[src/rtl/instr_fetch_unit.sv]
// rtl/instr_fetch_unit.sv - fetch stage: PC, program memory reads, 2-entry prefetch FIFO, redirect and EOP halt
module instr_fetch_unit #(
  parameter int PC_W    = 8,
  parameter int INSTR_W = 32,
  parameter int DEPTH   = 2
) (
  input  logic               clock,
  input  logic               reset,
  output logic [PC_W-1:0]    pm_addr,
  output logic               pm_rd,
  input  logic [INSTR_W-1:0] pm_data,
  output logic [INSTR_W-1:0] instr,
  output logic [PC_W-1:0]    instr_pc,
  output logic               instr_valid,
  input  logic               instr_ack,
  input  logic               redirect,
  input  logic [PC_W-1:0]    redirect_pc,
  output logic               halt
);

  localparam int CNT_W = $clog2(DEPTH + 1);

  typedef enum logic {ST_RUN, ST_HALT} state_t;

  typedef struct packed {
    logic [INSTR_W-1:0] data;
    logic [PC_W-1:0]    pc;
  } entry_t;

  entry_t           fifo     [DEPTH];
  entry_t           fifo_nxt [DEPTH];
  logic [CNT_W-1:0] count;
  logic [CNT_W-1:0] wr_idx;
  logic [CNT_W:0]   used;
  logic             inflight;
  logic [PC_W-1:0]  inflight_pc;
  logic [PC_W-1:0]  fetch_pc;
  state_t           state;
  logic             head_valid;
  logic             head_eop;
  logic             pop;

  assign head_valid = (count != '0);
  assign head_eop   = (fifo[0].data[4:0] == 5'b00000);

  // An EOP word at the head is never retired, so it must not free a credit either.
  assign pop    = (state == ST_RUN) && head_valid && instr_ack && !head_eop;
  assign used   = {1'b0, count} + (CNT_W+1)'(inflight) - (CNT_W+1)'(pop);
  assign wr_idx = count - CNT_W'(pop);

  assign pm_rd       = !reset && (state == ST_RUN) && !redirect && (used < (CNT_W+1)'(DEPTH));
  assign pm_addr     = reset ? '0 : fetch_pc;
  assign instr_valid = !reset && head_valid;
  assign instr       = instr_valid ? fifo[0].data : '0;
  assign instr_pc    = instr_valid ? fifo[0].pc : '0;
  assign halt        = !reset && (state == ST_HALT);

  always_comb begin
    for (int i = 0; i < DEPTH; i++) fifo_nxt[i] = fifo[i];
    if (pop) begin
      for (int i = 0; i < DEPTH - 1; i++) fifo_nxt[i] = fifo[i+1];
    end
    if (inflight) begin
      for (int i = 0; i < DEPTH; i++) begin
        if (wr_idx == CNT_W'(i)) fifo_nxt[i] = '{data: pm_data, pc: inflight_pc};
      end
    end
  end

  always_ff @(posedge clock) begin
    for (int i = 0; i < DEPTH; i++) fifo[i] <= fifo_nxt[i];
  end

  // Reset and redirect both flush the FIFO and kill the read whose data returns next cycle.
  always_ff @(posedge clock) begin
    if (reset) begin
      state       <= ST_RUN;
      fetch_pc    <= '0;
      count       <= '0;
      inflight    <= 1'b0;
      inflight_pc <= '0;
    end else if (redirect) begin
      state    <= ST_RUN;
      fetch_pc <= redirect_pc;
      count    <= '0;
      inflight <= 1'b0;
    end else begin
      assert (!(inflight && count == CNT_W'(DEPTH) && !pop));
      inflight <= pm_rd;
      if (pm_rd) begin
        inflight_pc <= fetch_pc;
        fetch_pc    <= fetch_pc + PC_W'(1);
      end
      count <= count + CNT_W'(inflight) - CNT_W'(pop);
      if (state == ST_RUN && head_valid && head_eop) state <= ST_HALT;
    end
  end

endmodule
[config.mk]
export PLATFORM = sky130hd
export DESIGN_NAME = instr_fetch_unit
export DESIGN_NICKNAME = d
export VERILOG_FILES = /design/src/rtl/instr_fetch_unit.sv
export SDC_FILE = /design/constraint.sdc
export NUM_CORES = 1
export LEC_CHECK = 0
export ABC_AREA = 0
export BUFFER_PORTS_ARGS = -buffer_cell sky130_fd_sc_hd__clkbuf_2
export CAP_MARGIN = 20
export CORE_MARGIN = 8
export CORE_UTILIZATION = 58
export CTS_CLUSTER_SIZE = 16
export DETAILED_ROUTE_END_ITERATION = 6
export PLACE_DENSITY_LB_ADDON = 0.05
export SLEW_MARGIN = 20
export SYNTH_ARGS = -nofsm -noshare
export SYNTH_HDL_FRONTEND = slang
export SYNTH_SLANG_ARGS = --single-unit
[constraint.sdc]
create_clock -name clock -period 10.4 [get_ports clock]
set_input_delay 1.04 -clock clock [delete_from_list [all_inputs] [get_ports clock]]
set_output_delay 1.04 -clock clock [all_outputs]
set_load 0.03 [all_outputs]
# After elaboration in Yosys (flattened, before gate mapping)
# Memories as Yosys holds them, arrays and structs flattened.
# Index checks and enable logic that the tools add are counted.
dict set report word_totals {
  n_memories 1
  mem_bits_rw 80
  reg_bits 20
  in_bits 44
  output_inout_bits 51
}
# memory words width read_ports rd_clocked_by_memory_dff write_ports line_no
set mem_list {}
lappend mem_list {fifo 2 40 2 0 2 30} ;# entry_t fifo [DEPTH];
dict set report classes {
  eq_ne 1
  n_reduce_logical 18
  n_mux 9
  order_cmp 1
  bitwise 2
  add_sub_neg 6
}
# cell count
set ops {}
lappend ops {{40-bit 2-to-1 mux} 3}
lappend ops {{80-bit 2-to-1 mux} 1}
lappend ops {{32-bit 2-to-1 mux} 1}
lappend ops {{8-bit 2-to-1 mux} 4}
lappend ops {{1-bit logical AND} 9}
lappend ops {{8-bit by 1-bit adder with 8-bit output (second input constant)} 1}
lappend ops {{5-bit zero test} 1}
lappend ops {{2-bit nonzero test} 2}
lappend ops {{2-bit by 1-bit subtractor with 2-bit output} 2}
lappend ops {{2-bit by 1-bit adder with 3-bit output} 1}
lappend ops {{1-bit zero test} 3}
lappend ops {{3-bit by 2-bit less-than comparator with 1-bit output (second input constant)} 1}
lappend ops {{3-bit by 1-bit subtractor with 3-bit output} 1}
lappend ops {{2-bit by 1-bit adder with 2-bit output} 1}
lappend ops {{2-bit by 1-bit equality test with 1-bit output (second input constant)} 1}
lappend ops {{2-bit zero test} 1}
lappend ops {{1-bit NOT} 2}
lappend ops {{2-bit AND reduction} 1}
lappend ops {{2-bit OR reduction} 1}

# Logic depth before layout (Yosys ltp)
# Gate-level depths: netlist of run 1.
dict set report logic_depth {
  word_depth 9
  mapped_depth 13
  depth_no_buf 10
}

# Least setup slack after synthesis of run 1
# OpenSTA, ideal clock, no wires.
dict set report synth_timing {
  kind {input-to-output}
  start {input port instr_ack}
  end {output port pm_rd}
  cell_stages 11
  t_arrival_ns 3.304
  slack_ns 6.056
  t_required_ns 9.360
  n_path_buf 3
  path_cell_list {nor2b_1 -> buf_2 -> o211a_1 -> buf_2 -> xnor2_1 -> ha_1 -> fa_1 -> nor4_1 -> nand2_1 -> inv_1 -> buf_2}
}
dict set report synth_between {
  elab_chain_len 5
}
# item line_no
set synth_lines {}
lappend synth_lines {{from (decl)} 15} ;# input logic instr_ack,
lappend synth_lines {{1-bit logical AND (2 in series)} 47} ;# assign pop = (state == ST_RUN) && head_valid && instr_ack && !head_eop;
lappend synth_lines {{3-bit by 1-bit subtractor with 3-bit output} 48} ;# assign used = {1'b0, count} + (CNT_W+1)'(inflight) - (CNT_W+1)'(pop);
lappend synth_lines {{net used[1]} 34} ;# logic [CNT_W:0] used;
lappend synth_lines {{3-bit by 2-bit less-than comparator with 1-bit output} 51} ;# assign pm_rd = !reset && (state == ST_RUN) && !redirect && (used < (CNT_W+1)'(DEPTH));
lappend synth_lines {{1-bit logical AND} 51}
lappend synth_lines {{to (decl)} 10} ;# output logic pm_rd,
# The timed path passes the listed nets, and every way through them passes these cells.

# Worst setup path after layout of run 1
# Ends and elaborated chain as after synthesis.

==> results of run 1 <==
[stage by stage]
| step | util [%] | area [µm²] | setup slack (ps) |
|---|---|---|---|
| after global placement | 65.5 | 4960 | 4970 |
| after floorplan | - | 4430 | 6060 |
| final | 67.8 | 5130 | 4820 |
| after CTS | 67.7 | 5120 | 4820 |
| after detailed placement | 65.5 | 4960 | 4840 |
| after global routing | 67.8 | 5130 | 4360 |
[cells by family after synthesis]
| kind of cell | Yosys count | synth area share, % |
|---|---|---|
| adder cells (fa/ha/maj) | 3 | 1.02 |
| AND/OR/NAND/NOR | 104 | 12.9 |
| buffers and inverters | 27 | 3.02 |
| AO/OA/AOI/OAI | 35 | 5.51 |
| flip-flops | 100 | 54.2 |
| multiplexers | 77 | 23.0 |
| XOR/XNOR | 2 | 0.395 |
[sequential cells by signal, indices dropped and copies added (netlist names)]
signal       cells
fetch_pc         8
state            1
inflight_pc      8
inflight         1
count            2
fifo            80
[report_power, final]
part	total [mW]	switching (mW)	leakage, nW	internal (mW)
logic	0.209	0.0791	1.27	0.130
registers	0.494	0.0287	0.851	0.465
clock network	0.218	0.130	0.0799	0.0881
[synth_stat cells, types with 3 or more instances]
cell type,count,area share (%)
mux2_2,37,9.4
edfxtp_1,40,27
a21o_1,4,0.68
clkbuf_1,8,0.68
a22oi_1,3,0.51
buf_2,8,0.90
nor2b_1,11,1.6
and2_1,40,5.6
nand3_1,7,0.79
buf_6,3,0.76
inv_1,7,0.59
o2bb2ai_1,8,1.6
a21oi_1,13,1.5
dfxtp_1,60,27
mux2_4,40,14
nand2_1,27,2.3
nor2_1,5,0.42
[cell type report]
class	instances	area share [%]
multi-input cells	221	37.3
well taps	102	2.49
repair buffers	97	9.61
clock buffers	11	2.56
flip-flops and latches	100	46.8
clock inverters	5	0.731
inverters	7	0.512
[how the worst max path moves through the flow]
stage                     cells after the start  endpoint  slack, ps       from
after floorplan                              11     pm_rd       6060  instr_ack
after global placement                       10     pm_rd       4970  instr_ack
after detailed placement                     10     pm_rd       4840  instr_ack
after CTS                                    10     pm_rd       4820  instr_ack
after global routing                         10     pm_rd       4360  instr_ack
final                                        10     pm_rd       4820  instr_ack
[routing by layer]
layer	vias up	share of wire [%]
met3	10	6.5
met2	75	46
met5	-	0
li1	1400	-
met1	1354	46
met4	0	1.4
[worst max-delay path, delay by kind of cell]
| kind | cells | cell delay, ps |
|---|---|---|
| AND/OR/NAND/NOR | 3 | 1150 |
| XOR/XNOR | 1 | 190 |
| buffers and inverters | 3 | 850 |
| AO/OA/AOI/OAI | 1 | 670 |
| adder cells (fa/ha/maj) | 2 | 630 |
==> metrics, run 1 <==
CTS root buf=clkbuf_8; first-pass GRT wire length=approximately 14 mm; Reg clk slew, reported paths=~90 ps; final routed DRC violation total=0; die width=between 100 and 150 µm; FF+latch area=between 0.002 and 0.0025 mm²; Final Non-Filler Cells=between 500 and 600; max-slew violations=0; Netlist Area Pre-Place=roughly 0.0044 mm²; worst r2r src=state$_SDFFE_PP0P_; Seq/Total Area, Yosys=54.2%; Worst Hold End=fifo[0][45]$_DFFE_PP_; r2r endpoint=fetch_pc[0]$_SDFFE_PP0P_; Max-cap violations=0; CP max stage cell=o211a_2; fill cell count=between 600 and 700; H-tree levels=3; Netlist cell types=38; Ports=95; commonest non-fill, non-tap cells in the layout=94 x clkbuf_2, 60 x dfxtp_1, 40 x mux2_4, 40 x and2_1, 40 x edfxtp_1; Gate Count Post-Synth=about 350; ANT cells=0; nets=483; vias=2839; dpl hpwl=5.78 mm; Power Dens Cells=around 180 mW/mm²; die height=between 100 and 150 µm; YS warnings=0; Synth-to-Final Area Change=15.8%; Crit path largest cell delay=~670 ps; 1st-pass router iterations=4; gr ovfl total=0; Fin Hold WS=462 ps; Pwr Total=about 0.9 mW; clk sinks=100; Max Freq=179 MHz; LEAKAGE=2.20 nW; GPL Wtd Cong=0.816; Slew headroom=a little under three fifths; worst clock skew=approximately 9 ps; vias in the first global route=between 2000 and 3000; Hold WC Path Type=flip-flop to flip-flop; CP startpoint kind=primary input; core box area=~0.0076 mm²; initial drt markers=87; EDFF count, synth=40; Seq cells post-synth=100; maximum VDD drop=0.105 mV; Placed Cells incl. Taps=between 500 and 600; Top cell by count, worst path=clkbuf_2; critical path class=primary input to output pin; minimum clock period=5580 ps; antenna violations before repair=0; hold depth=0; largest net degree at the start of global routing=41; syn_area_per_cell=between 10 and 15 µm²; Via density=5.23; CP Cell Sequence=clkbuf_2 -> nor2b_1 -> o211a_2 -> xnor2_1 -> ha_1 -> fa_1 -> nor4_1 -> nand2_1 -> inv_1 -> clkbuf_2; Top FF cell, synth=dfxtp_1; CP Max Fanout=20; arrival time at the worst endpoint=roughly 4500 ps; Setup crit end kind=output pin; row cnt=32; TritonCTS clock tree=built; r2r setup slk=6540 ps; post-CTS setup buffers=0; ys async rst share=0%; Final TNS setup=0 ps; routed length per instance=around 16 µm; die area=0.0107 mm²; met1 Track Usage GR=21.5%; final hold vios=0; Critical Path RT=9360 ps; CTS resizes=0; Worst R2R Path Depth=10; grt met3 use=between 3 and 4%; gr busiest metal=met2; IO Port Bufs=94; status=finished clean; gr usage total=around 17%; Num CTS Buffers=9; most common cell after layout, fill and taps aside=clkbuf_2; Max Buffers Root-to-Sink=2; Hold Buf Count CTS=0; layout cells sized above 1=roughly 44%; crit share post-route=a little over half; Skew-Pair Late Insertion Delay=roughly 360 ps; WL final=approximately 8.5 mm; Antenna Nets Post-Route=0; unrepaired setup endpoints after global routing=no; measured slew at the worst slew-check pin=about 660 ps; Syn Nets=slightly below 400; Multi-input gate area=between 0.0015 and 0.002 mm²; Hold Crit Start=inflight_pc[5]$_SDFFE_PP0P_; setup violators final=0; Starting Density=between 50% and 60%; met2 global-route usage=26.0%
Power figures use the tool's default switching activity.
==> inputs of run 2 (changes only) <==
ABC_AREA = 1   (was 0)
CORE_UTILIZATION = 54   (was 58)
clock period = 5.6 ns   (was 10.4 ns; I/O delays follow)
==> run 2 against run 1 <==
  * Flip-flop and latch count did not move
  * Highest routed layer unchanged
  * Setup slack got worse by 3400 ps
  * Critical path depth rose by 3
  * Clock power rose by 78%
  * Count of clock-buffer cells in the layout fell by 1
  * Non-clock buffer count rose by 4
  * Utilization fell by 4.3 points
  * Critical path type is now flip-flop to output pin
  * Die area rose by 6.9%
==> metrics, run 2 <==
Antenna Nets Post-Route=0 (unchanged); measured slew at the worst slew-check pin=937 ps (was 662 ps); first-pass GRT wire length=17.1 mm (was 13.8 mm); Top reg by flops=fifo (unchanged); Starting Density=54.9% (was 58.6%); placed inst area=0.00499 mm² (was 0.00496 mm²); row cnt=33 (was 32); CTS root buf=clkbuf_8 (unchanged); max FFs per register=80 (unchanged); CP top delay family=simple AND/OR/NAND/NOR gates (unchanged); Final Core Density=63.5% (was 67.8%); vias in the first global route=3746 (was 2846); commonest non-fill, non-tap cells in the layout=246 x nand2_1, 94 x clkbuf_2, 73 x nor2_1 (was 94 x clkbuf_2, 60 x dfxtp_1, 40 x mux2_4, 40 x and2_1, 40 x edfxtp_1); Synth-to-Final Area Change=15.7% (was 15.8%); WL final=10.3 mm (was 8.50 mm); Ports=95 (unchanged); most common cell after layout, fill and taps aside=nand2_1 (was clkbuf_2); gr ovfl total=0 (unchanged); die width=107 µm (was 103 µm); Via density=4.84 (was 5.23); cell area after layout=0.00517 mm² (was 0.00513 mm²); syn_area_per_cell=7.44 µm² (was 12.7 µm²); IO Port Bufs=94 (unchanged); Buf/Inv on CP=3 (unchanged); Max Buffers Root-to-Sink=2 (unchanged); Critical Path RT=5040 ps (was 9360 ps); unrepaired setup endpoints after global routing=no (unchanged); CTS resizes=0 (unchanged); Syn Nets=647 (was 395); Max Freq=approximately 240 MHz; dpl hpwl=6.74 mm (was 5.78 mm); Netlist Area Pre-Place=0.00447 mm² (was 0.00443 mm²); post-CTS setup buffers=0 (unchanged); routed length per instance=12.9 µm (was 15.6 µm); arrival time at the worst endpoint=3610 ps (was 4540 ps); Skew-Pair Late Insertion Delay=360 ps (about the same); Gate Count Post-Synth=600 (was 348); final routed DRC violation total=0 (unchanged); top cell type's share of synthesized area=26.9% (was 27.1%); setup violators final=0 (unchanged); Setup crit end kind=output pin (unchanged); maximum VDD drop=0.208 mV (was 0.105 mV); die height=107 µm (was 103 µm); critical path class=flip-flop to output pin (was primary input to output pin); CP startpoint kind=flip-flop (was primary input); layout cells sized above 1=17.0% (was 44.2%); Crit path largest cell delay=670 ps (about the same); most common cell in the netlist=nand2_1 (was dfxtp_1); H-tree levels=3 (unchanged); top cells by count, synth=246 x nand2_1, 73 x nor2_1, 64 x inv_1 (was 60 x dfxtp_1, 40 x and2_1, 40 x edfxtp_1, 40 x mux2_4, 37 x mux2_2); CP Cell Sequence=nor2_1 -> nor2_4 -> nand2_2 -> inv_1 -> nand2_1 -> nand2_1 -> ha_1 -> fa_1 -> nor2_1 -> nand2_1 -> nor2_1 -> buf_4 -> clkbuf_2 (was clkbuf_2 -> nor2b_1 -> o211a_2 -> xnor2_1 -> ha_1 -> fa_1 -> nor4_1 -> nand2_1 -> inv_1 -> clkbuf_2); Slew headroom=37.3% (was 55.8%); minimum clock period=4170 ps; Max-cap violations=0 (unchanged); Seq/Total Area, Yosys=53.8% (was 54.2%); Synth area leaders=dfxtp_1 27%, edfxtp_1 27%, nand2_1 21% (was dfxtp_1 27%, edfxtp_1 27%, mux2_4 14%); YS warnings=0 (unchanged); ANT cells=0 (unchanged); GPL Wtd Cong=0.925 (was 0.816); die area=0.0114 mm² (was 0.0107 mm²); Post-Place Worst Slack=1780 ps (was 4840 ps); Top FF cell, synth=dfxtp_1 (unchanged); Fin Hold WS=386 ps (was 462 ps); PnR worst setup slack=1430 ps (was 4820 ps); biggest regs=fifo (80), fetch_pc (8), inflight_pc (8) (unchanged); LEAKAGE=2.61 nW (was 2.20 nW); area leader, netlist=dfxtp_1 (unchanged); CP max stage cell=nand2_2 (was o211a_2); final hold vios=0 (unchanged); crit share post-route=between 70% and 80%; 1st-pass router iterations=4 (unchanged); Final TNS setup=0 ps (unchanged); gr usage total=18.2% (was 16.6%); Hold WC Path Type=primary input to flip-flop (was flip-flop to flip-flop); Seq cells post-synth=100 (unchanged); worst clock skew=13.3 ps (was 9.20 ps); Num CTS Buffers=9 (unchanged); Reg clk slew, reported paths=90 ps (about the same); EDFF count, synth=40 (unchanged); TritonCTS clock tree=built (unchanged); ys async rst share=0% (unchanged); clk sinks=100 (unchanged); Power Dens Cells=323 mW/mm² (was 180 mW/mm²); nets=729 (was 483); Netlist cell types=20 (was 38); status=finished clean (unchanged); Hold Buf Count CTS=0 (unchanged); largest net degree at the start of global routing=46 (was 41); core box area=0.00813 mm² (was 0.00757 mm²); CP Max Fanout=45 (was 20); initial drt markers=212 (was 87); vias=3836 (was 2839); max-slew violations=0 (unchanged); antenna violations before repair=0 (unchanged)
-- run 2: cell type report --
class                           instances  area, µm²
Clock buffer                           10        128
Clock inverter                          6       31.3
Fill cell                             767       2970
Inverter                               64        240
Multi-Input combinational cell        406       1700
Sequential cell                       100       2400
Tap cell                              105        131
Timing Repair Buffer                  101        531
-- run 2: final timing paths --
| path | from | endpoint | slack (ps) | cells past startpoint |
|---|---|---|---|---|
| hold / removal | pm_data[25] | fifo[0][73]$_DFFE_PP_ | 390 | 1 |
| setup reg to reg | count[0]$_SDFF_PP0_ | fetch_pc[1]$_SDFFE_PP0P_ | 2190 | 16 |
| setup / recovery | count[0]$_SDFF_PP0_ | pm_rd | 1430 | 13 |
| hold reg to reg | inflight_pc[7]$_SDFFE_PP0P_ | fifo[0][47]$_DFFE_PP_ | 430 | 0 |
-- run 2: metrics by stage --
step | total power [mW] | cells
after detailed placement | 1.30 | 775
final | 1.67 | 792
after floorplan | 1.20 | 600
after global routing | 1.78 | 792
after global placement | 1.29 | 775
after CTS | 1.69 | 791
-- run 2: kinds of logic (layout without fill, tap and decap cells) --
| group | after synthesis | in the layout | share of synthesized area, % |
|---|---|---|---|
| adders and majority gates | 3 | 3 | 1.01 |
| and+or+nand+nor | 375 | 375 | 33.3 |
| AOI/OAI and AO/OA | 27 | 27 | 3.22 |
| DFF | 100 | 100 | 53.8 |
| buffers and inverters | 94 | 181 | 8.46 |
| xor gates and xnor gates | 1 | 1 | 0.196 |
-- run 2: per-layer routing --
| metal | vias to the layer above | track usage, % | share of wire, % |
|---|---|---|---|
| met3 | 7 | 4.44 | 6.4 |
| met1 | 1724 | 22.9 | 46 |
| met2 | 95 | 29.9 | 47 |
| li1 | 2010 | - | - |
| met5 | - | 0 | 0 |
| met4 | 0 | 6.13 | 0.99 |
-- run 2: where the power goes --
group	switching, mW	leakage [nW]	internal (mW)
sequential	0.0530	0.860	0.863
combinational	0.239	1.68	0.128
clock	0.230	0.0748	0.156
total	0.522	2.61	1.15
